<file path="src/rtl/mult_div_pkg.sv">
// Shared multiplier/divider definitions: operand width, iteration counts and FSM encodings.
package mult_div_pkg;

  localparam int WIDTH      = 32;
  localparam int ITERATIONS = 16;

  typedef enum logic [1:0] {
    IDLE = 2'd0,
    CALC = 2'd1,
    DONE = 2'd2
  } mult_state_e;

  // Restoring divider retires one quotient bit per cycle.
  localparam int DIV_ITERATIONS = 32;

  typedef enum logic [1:0] {
    DIV_IDLE = 2'd0,
    DIV_CALC = 2'd1,
    DIV_DONE = 2'd2
  } div_state_e;

endpackage

</file>
<file path="src/rtl/booth_pair_recoder.sv">
// Radix-4 Booth digit recoder: triplet {q[2i+1], q[2i], q[2i-1]} -> partial-product select.
module booth_pair_recoder (
  input  logic [2:0] triplet,
  output logic       zero,
  output logic       one,
  output logic       two,
  output logic       negate
);

  always_comb begin
    zero   = 1'b0;
    one    = 1'b0;
    two    = 1'b0;
    negate = 1'b0;
    case (triplet)
      3'b000, 3'b111: zero = 1'b1;
      3'b001, 3'b010: one  = 1'b1;
      3'b011:         two  = 1'b1;
      3'b100: begin
        two    = 1'b1;
        negate = 1'b1;
      end
      3'b101, 3'b110: begin
        one    = 1'b1;
        negate = 1'b1;
      end
    endcase
  end

endmodule

</file>
<file path="src/rtl/seq_booth_multiplier.sv">
// Sequential signed multiplier: radix-4 Booth, one recoded digit per cycle, 64-bit product on hi/lo.
module seq_booth_multiplier #(
  parameter int WIDTH = 32
) (
  input  logic             clock,
  input  logic             clear,
  input  logic             start,
  input  logic [WIDTH-1:0] multiplicand,
  input  logic [WIDTH-1:0] multiplier,
  output logic             busy,
  output logic             done,
  output logic [WIDTH-1:0] hi,
  output logic [WIDTH-1:0] lo
);

  import mult_div_pkg::*;

  localparam int ACC_W = 2 * WIDTH + 2;
  localparam int PP_W  = WIDTH + 2;

  mult_state_e      state_q, state_d;
  logic [WIDTH-1:0] m_q, m_d;
  logic [WIDTH-1:0] q_q, q_d;
  logic [WIDTH-1:0] hi_q, hi_d;
  logic [WIDTH-1:0] lo_q, lo_d;
  logic [ACC_W-1:0] acc_q, acc_d;
  logic [4:0]       count_q, count_d;
  logic             done_q, done_d;

  logic [WIDTH:0]          q_ext;
  logic [2:0]              triplet;
  logic                    pp_zero, pp_one, pp_two, pp_neg;
  logic [PP_W-1:0]         m_ext, pp_mag, pp, sum_hi;
  logic signed [ACC_W-1:0] acc_step;

  // q[-1] is the appended zero; the counter walks the overlapping triplets.
  assign q_ext   = {q_q, 1'b0};
  assign triplet = q_ext[{count_q[3:0], 1'b0} +: 3];

  booth_pair_recoder u_recoder (
    .triplet (triplet),
    .zero    (pp_zero),
    .one     (pp_one),
    .two     (pp_two),
    .negate  (pp_neg)
  );

  // Two guard bits keep 2*M and -2*M exact for M = -2^(WIDTH-1).
  always_comb begin
    m_ext    = {{2{m_q[WIDTH-1]}}, m_q};
    pp_mag   = pp_two ? (m_ext << 1) : (pp_one ? m_ext : '0);
    pp       = pp_zero ? '0 : (pp_neg ? (~pp_mag + 1'b1) : pp_mag);
    sum_hi   = acc_q[ACC_W-1:WIDTH] + pp;
    acc_step = $signed({sum_hi, acc_q[WIDTH-1:0]}) >>> 2;
  end

  always_ff @(posedge clock or posedge clear) begin
    if (clear) state_q <= IDLE;
    else       state_q <= state_d;
  end

  always_comb begin
    state_d = state_q;
    case (state_q)
      IDLE:    if (start) state_d = CALC;
      CALC:    if (count_q == 5'(ITERATIONS - 1)) state_d = DONE;
      DONE:    state_d = IDLE;
      default: state_d = IDLE;
    endcase
  end

  always_comb begin
    busy = (state_q == CALC);
    done = done_q;
    hi   = hi_q;
    lo   = lo_q;
  end

  always_comb begin
    m_d     = m_q;
    q_d     = q_q;
    acc_d   = acc_q;
    count_d = count_q;
    hi_d    = hi_q;
    lo_d    = lo_q;
    done_d  = 1'b0;
    case (state_q)
      IDLE: begin
        if (start) begin
          m_d     = multiplicand;
          q_d     = multiplier;
          acc_d   = '0;
          count_d = '0;
        end
      end
      CALC: begin
        acc_d   = acc_step;
        count_d = count_q + 5'd1;
      end
      DONE: begin
        hi_d   = acc_q[2*WIDTH-1:WIDTH];
        lo_d   = acc_q[WIDTH-1:0];
        done_d = 1'b1;
      end
      default: ;
    endcase
  end

  always_ff @(posedge clock or posedge clear) begin
    if (clear) begin
      m_q     <= '0;
      q_q     <= '0;
      acc_q   <= '0;
      count_q <= '0;
      hi_q    <= '0;
      lo_q    <= '0;
      done_q  <= 1'b0;
    end else begin
      m_q     <= m_d;
      q_q     <= q_d;
      acc_q   <= acc_d;
      count_q <= count_d;
      hi_q    <= hi_d;
      lo_q    <= lo_d;
      done_q  <= done_d;
    end
  end

endmodule

</file>
<file path="config.mk">
export PLATFORM = sky130hd
export DESIGN_NAME = seq_booth_multiplier
export DESIGN_NICKNAME = d
export VERILOG_FILES = /design/src/rtl/mult_div_pkg.sv /design/src/rtl/booth_pair_recoder.sv /design/src/rtl/seq_booth_multiplier.sv
export SDC_FILE = /design/constraint.sdc
export NUM_CORES = 1
export LEC_CHECK = 0
export ABC_AREA = 1
export BUFFER_PORTS_ARGS = -buffer_cell sky130_fd_sc_hd__buf_4
export CAP_MARGIN = 30
export CORE_MARGIN = 1
export CORE_UTILIZATION = 45
export DETAILED_ROUTE_END_ITERATION = 16
export HOLD_SLACK_MARGIN = 0.1
export MAX_ROUTING_LAYER = met4
export PLACE_DENSITY = 0.69
export SYNTH_ARGS = -nofsm -noshare
export SYNTH_HDL_FRONTEND = slang
export SYNTH_SLANG_ARGS = --single-unit
</file>
<file path="constraint.sdc">
create_clock -name clock -period 7.2 [get_ports clock]
set_input_delay 0.36 -clock clock [delete_from_list [all_inputs] [get_ports clock]]
set_output_delay 0.36 -clock clock [all_outputs]
set_load 0.005 [all_outputs]
</file>
==> results of run 1 <==
flip-flops by register name, summed over array words and instances, names as in the netlist:
name / flops
acc_q: 64
done: 1
state_q: 2
lo: 32
count_q: 5
hi: 32
m_q: 32
q_q: 32
per-stage QoR:
| step | instance area, um2 | instances | hold slack, ns |
|---|---|---|---|
| floorplan | 11140 | 1368 | 0.4386 |
| global placement | 12350 | 1776 | 0.4622 |
| detailed placement | 12380 | 1777 | 0.4721 |
| CTS | 13010 | 1809 | 0.1121 |
| global route | 13020 | 1809 | 0.1297 |
| finish | 13020 | 1809 | 0.07057 |
layout make-up:
class                      instances  area [um2]  share of cell area [%]
sequential                       200        5005                   38.45
tap                              324       405.4                   3.114
multi-input combinational        951        5281                   40.57
inverter                         162       619.3                   4.758
timing repair buffer             140        1071                   8.228
clock inverter                    15       209.0                   1.605
clock buffer                      17       425.4                   3.268
routing by layer:
layer	GRT usage [%]	part of all wire, %	up-vias
met1	31.52	52	4331
met2	32.22	43	189
met4	5.114	1.2	0
li1	-	-	4804
met3	2.917	3.9	21
met5	-	0	-
worst reg2reg max path, delay by kind of cell (launching register included):
family	cells	cell delay (ns)
fa+ha+maj	3	1.06
simple gates	7	0.63
flops	1	0.90
compound gates	15	2.94
buf+inv	4	0.51
layout by cell type (no fill, tap or decap), types with 3 or more instances in the layout:
cell         n
nand2_1    306
dfrtp_1    200
inv_1      154
buf_4      139
o21ai_0    138
a21oi_1     99
nor2_1      90
o22ai_1     55
mux2_2      51
nand3_1     48
ha_1        39
nor3_1      26
clkbuf_16   17
xor2_1      10
o21ai_1      8
nand4_1      7
inv_8        7
o21a_1       6
o211ai_1     6
nor2_2       6
nand2_4      5
nand2_2      4
o221ai_1     4
inv_2        4
a21o_1       3
a31oi_1      3
nor4_1       3
and3_1       3
clkinv_8     3
inv_12       3
Yosys cell counts (2+ instances only):
library cell and instances:
and2_1 2, nand2_1 307, o21bai_1 2, nor2_2 6, nand2_4 5, nand2_8 2, dfrtp_1 200, mux2_2 51
o21a_1 6, nor2_4 2, o41ai_1 2, a21o_1 3, o22ai_1 55, nor2_1 90, ha_1 40, and3_1 3
o2111ai_1 2, nand2_2 3, inv_2 4, buf_6 5, o21ai_1 8, nand3_1 49, nand4_1 7, nor4_1 3
clkbuf_1 43, a21oi_1 99, a31oi_1 3, nor3_1 26, xor2_1 10, buf_4 2, o21ai_0 138, a21boi_0 2
nor3_2 2, o221ai_1 4, inv_1 156, nand3b_1 2, buf_2 4, o211ai_1 6
cells by family (layout without fill, tap and decap cells):
group | count (synthesis) | in the layout
AOI/OAI and AO/OA | 336 | 336
and+or+nand+nor | 513 | 513
muxes | 51 | 51
buffers and inverters | 217 | 334
adders and majority gates | 41 | 41
xor gates and xnor gates | 10 | 10
DFF | 200 | 200
path summary, 6_finish.rpt:
kind	start	cells past startpoint	slack (ns)	end
worst min register to register	hi[23]$_DFFE_PP0P_	2	0.48	hi[23]$_DFFE_PP0P_
max in group asynchronous	clear	4	5.95	acc_q[52]$_DFFE_PP0P_
worst max-delay path	count_q[0]$_DFFE_PP0P_	29	1.05	acc_q[53]$_DFFE_PP0P_
worst min-delay path	clear	2	0.07	q_q[16]$_DFFE_PP0P_
worst max register to register	count_q[0]$_DFFE_PP0P_	29	1.05	acc_q[53]$_DFFE_PP0P_
min in group clock	multiplier[30]	2	0.14	q_q[30]$_DFFE_PP0P_
==> reports/qor.yml, run 1 <==
status:
  outcome: "complete, no violations"
yosys:
  async_flop_share_pct: 100.0
  yosysWarnings: 0
  syn-num-nets: 1476
  synth.distinct_cells: 52
  synth_fa_ha_area_share_pct: 4.674
  yosys.area_share.simple_pct: 19.91
  netlist_area_mm2: 0.01114
  synth_top_family_by_area: "simple AND/OR/NAND/NOR gates"
  synthCells: 1368
  synth-seq-area-share_pct: 44.94
  synth-edff-count: 0
  synthFlopType: "dfrtp_1"
  avgSynthCellArea_um2: 8.140
  synthXorXnorAreaFrac_pct: 0.7865
  synth.top_cell.area_share_pct: 44.94
  synth_compound_area_share_pct: 16.74
  synth_top_area_cell: "dfrtp_1"
  ys_top_cells_by_area: "dfrtp_1 45%, nand2_1 10%, o21ai_0 6.2%, inv_1 5.3%, mux2_2 5.2%"
  synth-seq-cells: 200
  synthMuxAreaShare_pct: 5.157
routing:
  wire_per_inst_um: 14.27
  ant_nets: 0
  num_vias: 9345
  via_per_inst: 5.166
  wl_um: 25820
  drc: 0
  drtPass1Iterations: 7
  first_iter_violations: 607
cts:
  clk_pin_slew_ns: 0.08
  root_buffer: "clkbuf_16"
  cts_sinks: 200
  cts_resized: 0
  cts_buffers: 17
  clk_latency_ns: 0.45
  cts_tree: "built"
  htree_levels: 4
  clockBufferDepth: 2
  postCtsSetupRepairBufs: 0
  cts-hold-fix-buffers: 0
place:
  dpl.hpwl_um: 18970
  port_buffers: 132
  gp_congestion: 0.8744
  pre_cts_slack_ns: 0.7980
final_layout:
  nNetsFinal: 1580
  fillers: 2316
  fin_util_pct: 53.52
  syn2layout_area_growth_pct: 16.89
  antenna_cells: 0
  layout-drive-gt1-share_pct: 17.44
sta:
  tightest_slew_ns: 0.8935
  rsz0062_at_grt: "no"
  fin_crit_ns: 6.154
  fmax_ghz: 0.1625
  drv_slew: 0
  relSlewSlack_pct: 40.43
  setup_violations: 0
  hold_viol_final: 0
  timing.final.crit_share_pct: 85.47
  tns_ns: 0
  finalClockSkew_ns: 0.01461
  layout_setup_ws_ns: 1.046
setup_path:
  crit_path_frequent_cell: "o21ai_0"
  critPathRequiredTime_ns: 7.53
  slowest_delay_ns: 0.90
  critPathKind: "register to register"
  cp_num_buf_inv: 4
  crit_arrival_ns: 6.48
  cp-end-kind: "register"
  slowest_stage: "dfrtp_1"
  startpoint_type: "register"
  cp_max_fo: 32
  crit_family: "compound AO/OA/AOI/OAI gates"
global_route:
  grt_usage_pct: 21.73
  grt_pass1_wl_um: 43610
  grt_max_degree: 121
  grt_overflow: 0
  grt_pass1_vias: 8731
  antenna_found_initial: 0
die:
  chipHeight_um: 159.3
  die_w_um: 159.3
  core-area_mm2: 0.02432
  start_util_pct: 45.79
  die_area_mm2: 0.02538
  floorplan.rows: 57
  ios: 133
worst_hold_path:
  hp-class: "primary input to async pin"
run:
  max_cap_violations: 0
Power of run 1 is left out: the tool's default activity adds up to more than one toggle a clock period on the data nets, which glitch-free logic cannot reach.
==> inputs of run 2 (changes only) <==
--- a/config.mk
+++ b/config.mk
@@ -9,11 +9,11 @@
 export BUFFER_PORTS_ARGS = -buffer_cell sky130_fd_sc_hd__buf_4
 export CAP_MARGIN = 30
 export CORE_MARGIN = 1
-export CORE_UTILIZATION = 45
+export CORE_UTILIZATION = 59
 export DETAILED_ROUTE_END_ITERATION = 16
 export HOLD_SLACK_MARGIN = 0.1
 export MAX_ROUTING_LAYER = met4
-export PLACE_DENSITY = 0.69
+export PLACE_DENSITY = 0.86
 export SYNTH_ARGS = -nofsm -noshare
 export SYNTH_HDL_FRONTEND = slang
 export SYNTH_SLANG_ARGS = --single-unit
==> run 2 against run 1 <==
Net effect:
- maximum frequency fell by 1.4%
- count of clock-buffer cells in the layout up 1
- cell area fell by 1.3%
- wire length shrank 0.80%
- worst hold slack lost 0.019 ns
- die area shrank 23%
- critical path depth shrank 3
- sequential share of layout area increased by 0.50 points
- cell count decreased by 5.3%
- register-to-register slack got worse by 0.09 ns
- setup slack worse by 0.087 ns
- core utilization increased by 17 points
==> reports/qor.yml, run 2 (same netlist as run 1, synthesis figures left out) <==
worst_hold_path:
  hp-class: "primary input to async pin"
sta:
  relSlewSlack_pct: 39.58
  drv_slew: 0
  fmax_ghz: 0.1602
  setup_violations: 0
  fin_crit_ns: 6.240
  hold_viol_final: 0
  tightest_slew_ns: 0.9063
  layout_setup_ws_ns: 0.9597
  tns_ns: 0
  timing.final.crit_share_pct: 86.67
  rsz0062_at_grt: "no"
  holdWs_ns: 0.05175
  finalClockSkew_ns: 0.01612
cts:
  clk_pin_slew_ns: 0.08
  htree_levels: 4
  clk_latency_ns: 0.45
  cts_buffers: 17
  cts_sinks: 200
  clockBufferDepth: 2
  root_buffer: "clkbuf_16"
  cts_tree: "built"
routing:
  ant_nets: 0
  drtPass1Iterations: 6
  via_per_inst: 5.639
  drc: 0
  first_iter_violations: 765
  wl_um: 25610
  wire_per_inst_um: 14.95
  num_vias: 9659
final_layout:
  layout-drive-gt1-share_pct: 17.32
  nNetsFinal: 1579
  antenna_cells: 0
  largest_register_ffs: 64
  fin_area_mm2: 0.01285
  fillers: 1432
  syn2layout_area_growth_pct: 15.39
  regArea_mm2: 0.005005
  top_register: "acc_q"
  layout_common_cells: "306 x nand2_1, 200 x dfrtp_1, 154 x inv_1, 139 x buf_4, 138 x o21ai_0"
  layout.cells.most_common: "nand2_1"
  multi_input_area_mm2: 0.005281
place:
  gp_congestion: 0.9598
  dpl.hpwl_um: 18340
  port_buffers: 132
  pre_cts_slack_ns: 0.8914
  placed_area_mm2: 0.01223
setup_path:
  startpoint: "count_q[0]$_DFFE_PP0P_"
  cp-end-kind: "register"
  cp_max_fo: 28
  critPathKind: "register to register"
  r2r-start: "count_q[0]$_DFFE_PP0P_"
  crit_arrival_ns: 6.56
  critPathRequiredTime_ns: 7.52
  startpoint_type: "register"
die:
  start_util_pct: 61.16
  chipHeight_um: 139.4
  floorplan.rows: 49
  die_w_um: 139.4
  ios: 133
  die_area_mm2: 0.01943
  core-area_mm2: 0.01821
run:
  max_cap_violations: 0
global_route:
  grt_usage_pct: 28.19
  grt_max_degree: 134
  grt_overflow: 0
  grt_pass1_wl_um: 43040
  antenna_found_initial: 0
  grt_pass1_vias: 8794
status:
  outcome: "complete, no violations"
[run 2: final timing paths]
kind                       slack [ns]  depth (start not counted)                    end
max in group asynchronous        5.73                          3    m_q[16]$_DFFE_PP0P_
max                              0.96                         26  acc_q[55]$_DFFE_PP0P_
min reg2reg                      0.48                          2     hi[23]$_DFFE_PP0P_
min in group clock               0.13                          2    q_q[30]$_DFFE_PP0P_
max reg2reg                      0.96                         26  acc_q[55]$_DFFE_PP0P_
min                              0.05                          2     lo[28]$_DFFE_PP0P_
[run 2: layout make-up]
cell class | instances | share of cell area [%]
clock buffer | 18 | 3.340
multi-input combinational | 951 | 41.10
clock inverter | 14 | 1.441
sequential | 200 | 38.95
timing repair buffer | 139 | 8.121
tap | 229 | 2.230
inverter | 162 | 4.820
[run 2: metal layers]
metal,part of all wire (%),vias to the layer above,GRT usage [%]
li1,-,4784,-
met1,49,4541,41.65
met2,44,307,41.58
met3,5.5,27,2.891
met4,1.3,0,7.193
met5,0,-,-
[run 2: timing repair]
action                     4_1_cts  5_1_grt
setup endpoints to repair        0        3
buffers inserted                 0        0
hold buffers                     0        0
resized for setup                0        1
[run 2: worst max-delay path: stages, from the launching register on]
cell	delay, ns
dfrtp_1	0.89
inv_4	0.23
o21ai_0	0.21
o22ai_1	0.10
o2111ai_1	0.18
nand2_1	0.14
inv_1	0.11
ha_2	0.23
inv_1	0.08
nand2_1	0.08
o21a_1	0.48
inv_1	0.45
o21ai_0	0.18
a21oi_1	0.06
ha_1	0.32
a21oi_1	0.13
nand2_1	0.09
a21oi_1	0.22
o21ai_0	0.16
a21boi_0	0.42
o21bai_1	0.19
a21oi_1	0.23
o21ai_0	0.20
a21boi_0	0.34
o21bai_1	0.12
o21ai_0	0.17
nand2_1	0.08
[run 2: stage by stage]
step	util, %	instances
finish	70.57	1713
global route	70.57	1713
CTS	70.56	1713
detailed placement	67.18	1681
global placement	67.18	1681
floorplan	-	1368
Power of run 2 is left out for the same reason.
==> inputs of run 3 (changes only) <==
==> constraint.sdc (replaced) <==
create_clock -name clock -period 7.2 [get_ports clock]
set_input_delay 2.16 -clock clock [delete_from_list [all_inputs] [get_ports clock]]
set_output_delay 2.16 -clock clock [all_outputs]
set_load 0.005 [all_outputs]
==> run 3 against run 2 <==
Net effect:
- clock skew down 0.0014 ns
- cell area rose by 0.27%
- via count up 0.37%
- count of clock-buffer cells in the layout shrank 1
- maximum frequency shrank 2.3%
- setup slack got worse by 0.15 ns
- non-clock buffer count grew 1
- largest cell class unchanged
- sequential share of layout area down 0.11 points
- highest routed layer unchanged
- worst hold slack better by 0.43 ns
- cell count about the same
- wire length is 1.4% higher
- first-iteration DRC count up 4.8%
==> reports/qor.yml, run 3 (same netlist as run 1, synthesis figures left out) <==
status:
  outcome: "complete, no violations"
routing:
  via_per_inst: 5.656
  ant_nets: 0
  num_vias: 9695
  first_iter_violations: 802
  drc: 0
  wl_um: 25980
  drtPass1Iterations: 7
  wire_per_inst_um: 15.16
setup_path:
  crit_family: "compound AO/OA/AOI/OAI gates"
  critPathKind: "register to register"
  startpoint_type: "register"
  cp-end-kind: "register"
  crit_arrival_ns: 6.71
  critPathRequiredTime_ns: 7.52
  cp_max_fo: 32
  slowest_stage: "dfrtp_1"
  cp_num_buf_inv: 4
  crit_path_frequent_cell: "o21ai_0"
  slowest_delay_ns: 0.92
final_layout:
  fin_area_mm2: 0.01288
  top_register: "acc_q"
  layout_common_cells: "306 x nand2_1, 200 x dfrtp_1, 154 x inv_1, 138 x o21ai_0, 138 x buf_4"
  layout-drive-gt1-share_pct: 17.44
  layout.cells.most_common: "nand2_1"
  antenna_cells: 0
  nNetsFinal: 1580
  fillers: 1433
  largest_register_ffs: 64
  syn2layout_area_growth_pct: 15.71
cts:
  root_buffer: "clkbuf_16"
  htree_levels: 4
  clockBufferDepth: 2
  cts_buffers: 17
  cts_sinks: 200
  postCtsSetupRepairBufs: 0
  cts_tree: "built"
  clk_latency_ns: 0.45
  clk_pin_slew_ns: 0.08
place:
  port_buffers: 132
  gp_congestion: 0.9399
  placed_area_mm2: 0.01224
  dpl.hpwl_um: 18300
sta:
  fmax_ghz: 0.1565
  rsz0062_at_grt: "no"
  finalClockSkew_ns: 0.01469
  tns_ns: 0
  hold_viol_final: 0
  drv_slew: 0
  setup_violations: 0
  tightest_slew_ns: 1.009
  relSlewSlack_pct: 32.72
  fin_crit_ns: 6.389
  timing.final.crit_share_pct: 88.74
global_route:
  grt_pass1_vias: 9063
  grt_max_degree: 201
  grt_usage_pct: 28.80
  grt_overflow: 0
  grt_pass1_wl_um: 43820
  antenna_found_initial: 0
worst_hold_path:
  hp-class: "register to register"
run:
  max_cap_violations: 0
die:
  floorplan.rows: 49
  start_util_pct: 61.16
  chipHeight_um: 139.4
  die_area_mm2: 0.01943
  die_w_um: 139.4
  ios: 133
  core-area_mm2: 0.01821
-- run 3: metrics by stage --
stage               hold WS (ns)  util, %  instances  setup slack (ns)
detailed placement        0.4597    67.23       1681            0.6836
global placement          0.4565    67.23       1681             1.142
finish                    0.4798    70.76       1714            0.8107
global route              0.5008    70.76       1714            0.2815
CTS                       0.4795    70.60       1713            0.6532
floorplan                 0.4386        -       1368             2.039
-- run 3: worst register-to-register path: cells and delay by family (launching register included) --
family	cells	cell delay, ns
AO/OA/AOI/OAI	15	3.11
AND/OR/NAND/NOR	7	0.64
buffers and inverters	4	0.52
adder cells (fa/ha/maj)	3	1.07
flip-flops	1	0.92
-- run 3: what timing repair did --
action | CTS | global route
resized for setup | 0 | 1
hold buffers | 0 | 0
endpoints found under the setup margin | 0 | 1
-- run 3: final timing paths --
kind / startpoint / to / slack, ns / cells after the start
max reg2reg: count_q[0]$_DFFE_PP0P_ / acc_q[53]$_DFFE_PP0P_ / 0.81 / 29
min reg2reg: hi[23]$_DFFE_PP0P_ / hi[23]$_DFFE_PP0P_ / 0.48 / 2
min: hi[23]$_DFFE_PP0P_ / hi[23]$_DFFE_PP0P_ / 0.48 / 2
max in group asynchronous: clear / acc_q[52]$_DFFE_PP0P_ / 4.45 / 3
min in group asynchronous: clear / lo[28]$_DFFE_PP0P_ / 2.06 / 3
max: count_q[0]$_DFFE_PP0P_ / acc_q[53]$_DFFE_PP0P_ / 0.81 / 29
-- run 3: layout make-up --
type,instances,area (um2),area share [%]
Clock inverter,15,187.7,1.457
Inverter,162,615.6,4.778
Clock buffer,17,425.4,3.302
Timing Repair Buffer,140,1084,8.409
Tap cell,229,286.5,2.224
Multi-Input combinational cell,951,5281,40.99
Sequential cell,200,5005,38.84
-- run 3: layer usage --
layer | global-route usage, % | vias up | wire, um
li1 | - | 4803 | -
met1 | 40.33 | 4464 | 12190
met2 | 42.95 | 389 | 11640
met3 | 4.474 | 39 | 1721
met4 | 9.532 | 0 | 430
met5 | - | - | 0
Power of run 3 is left out for the same reason.
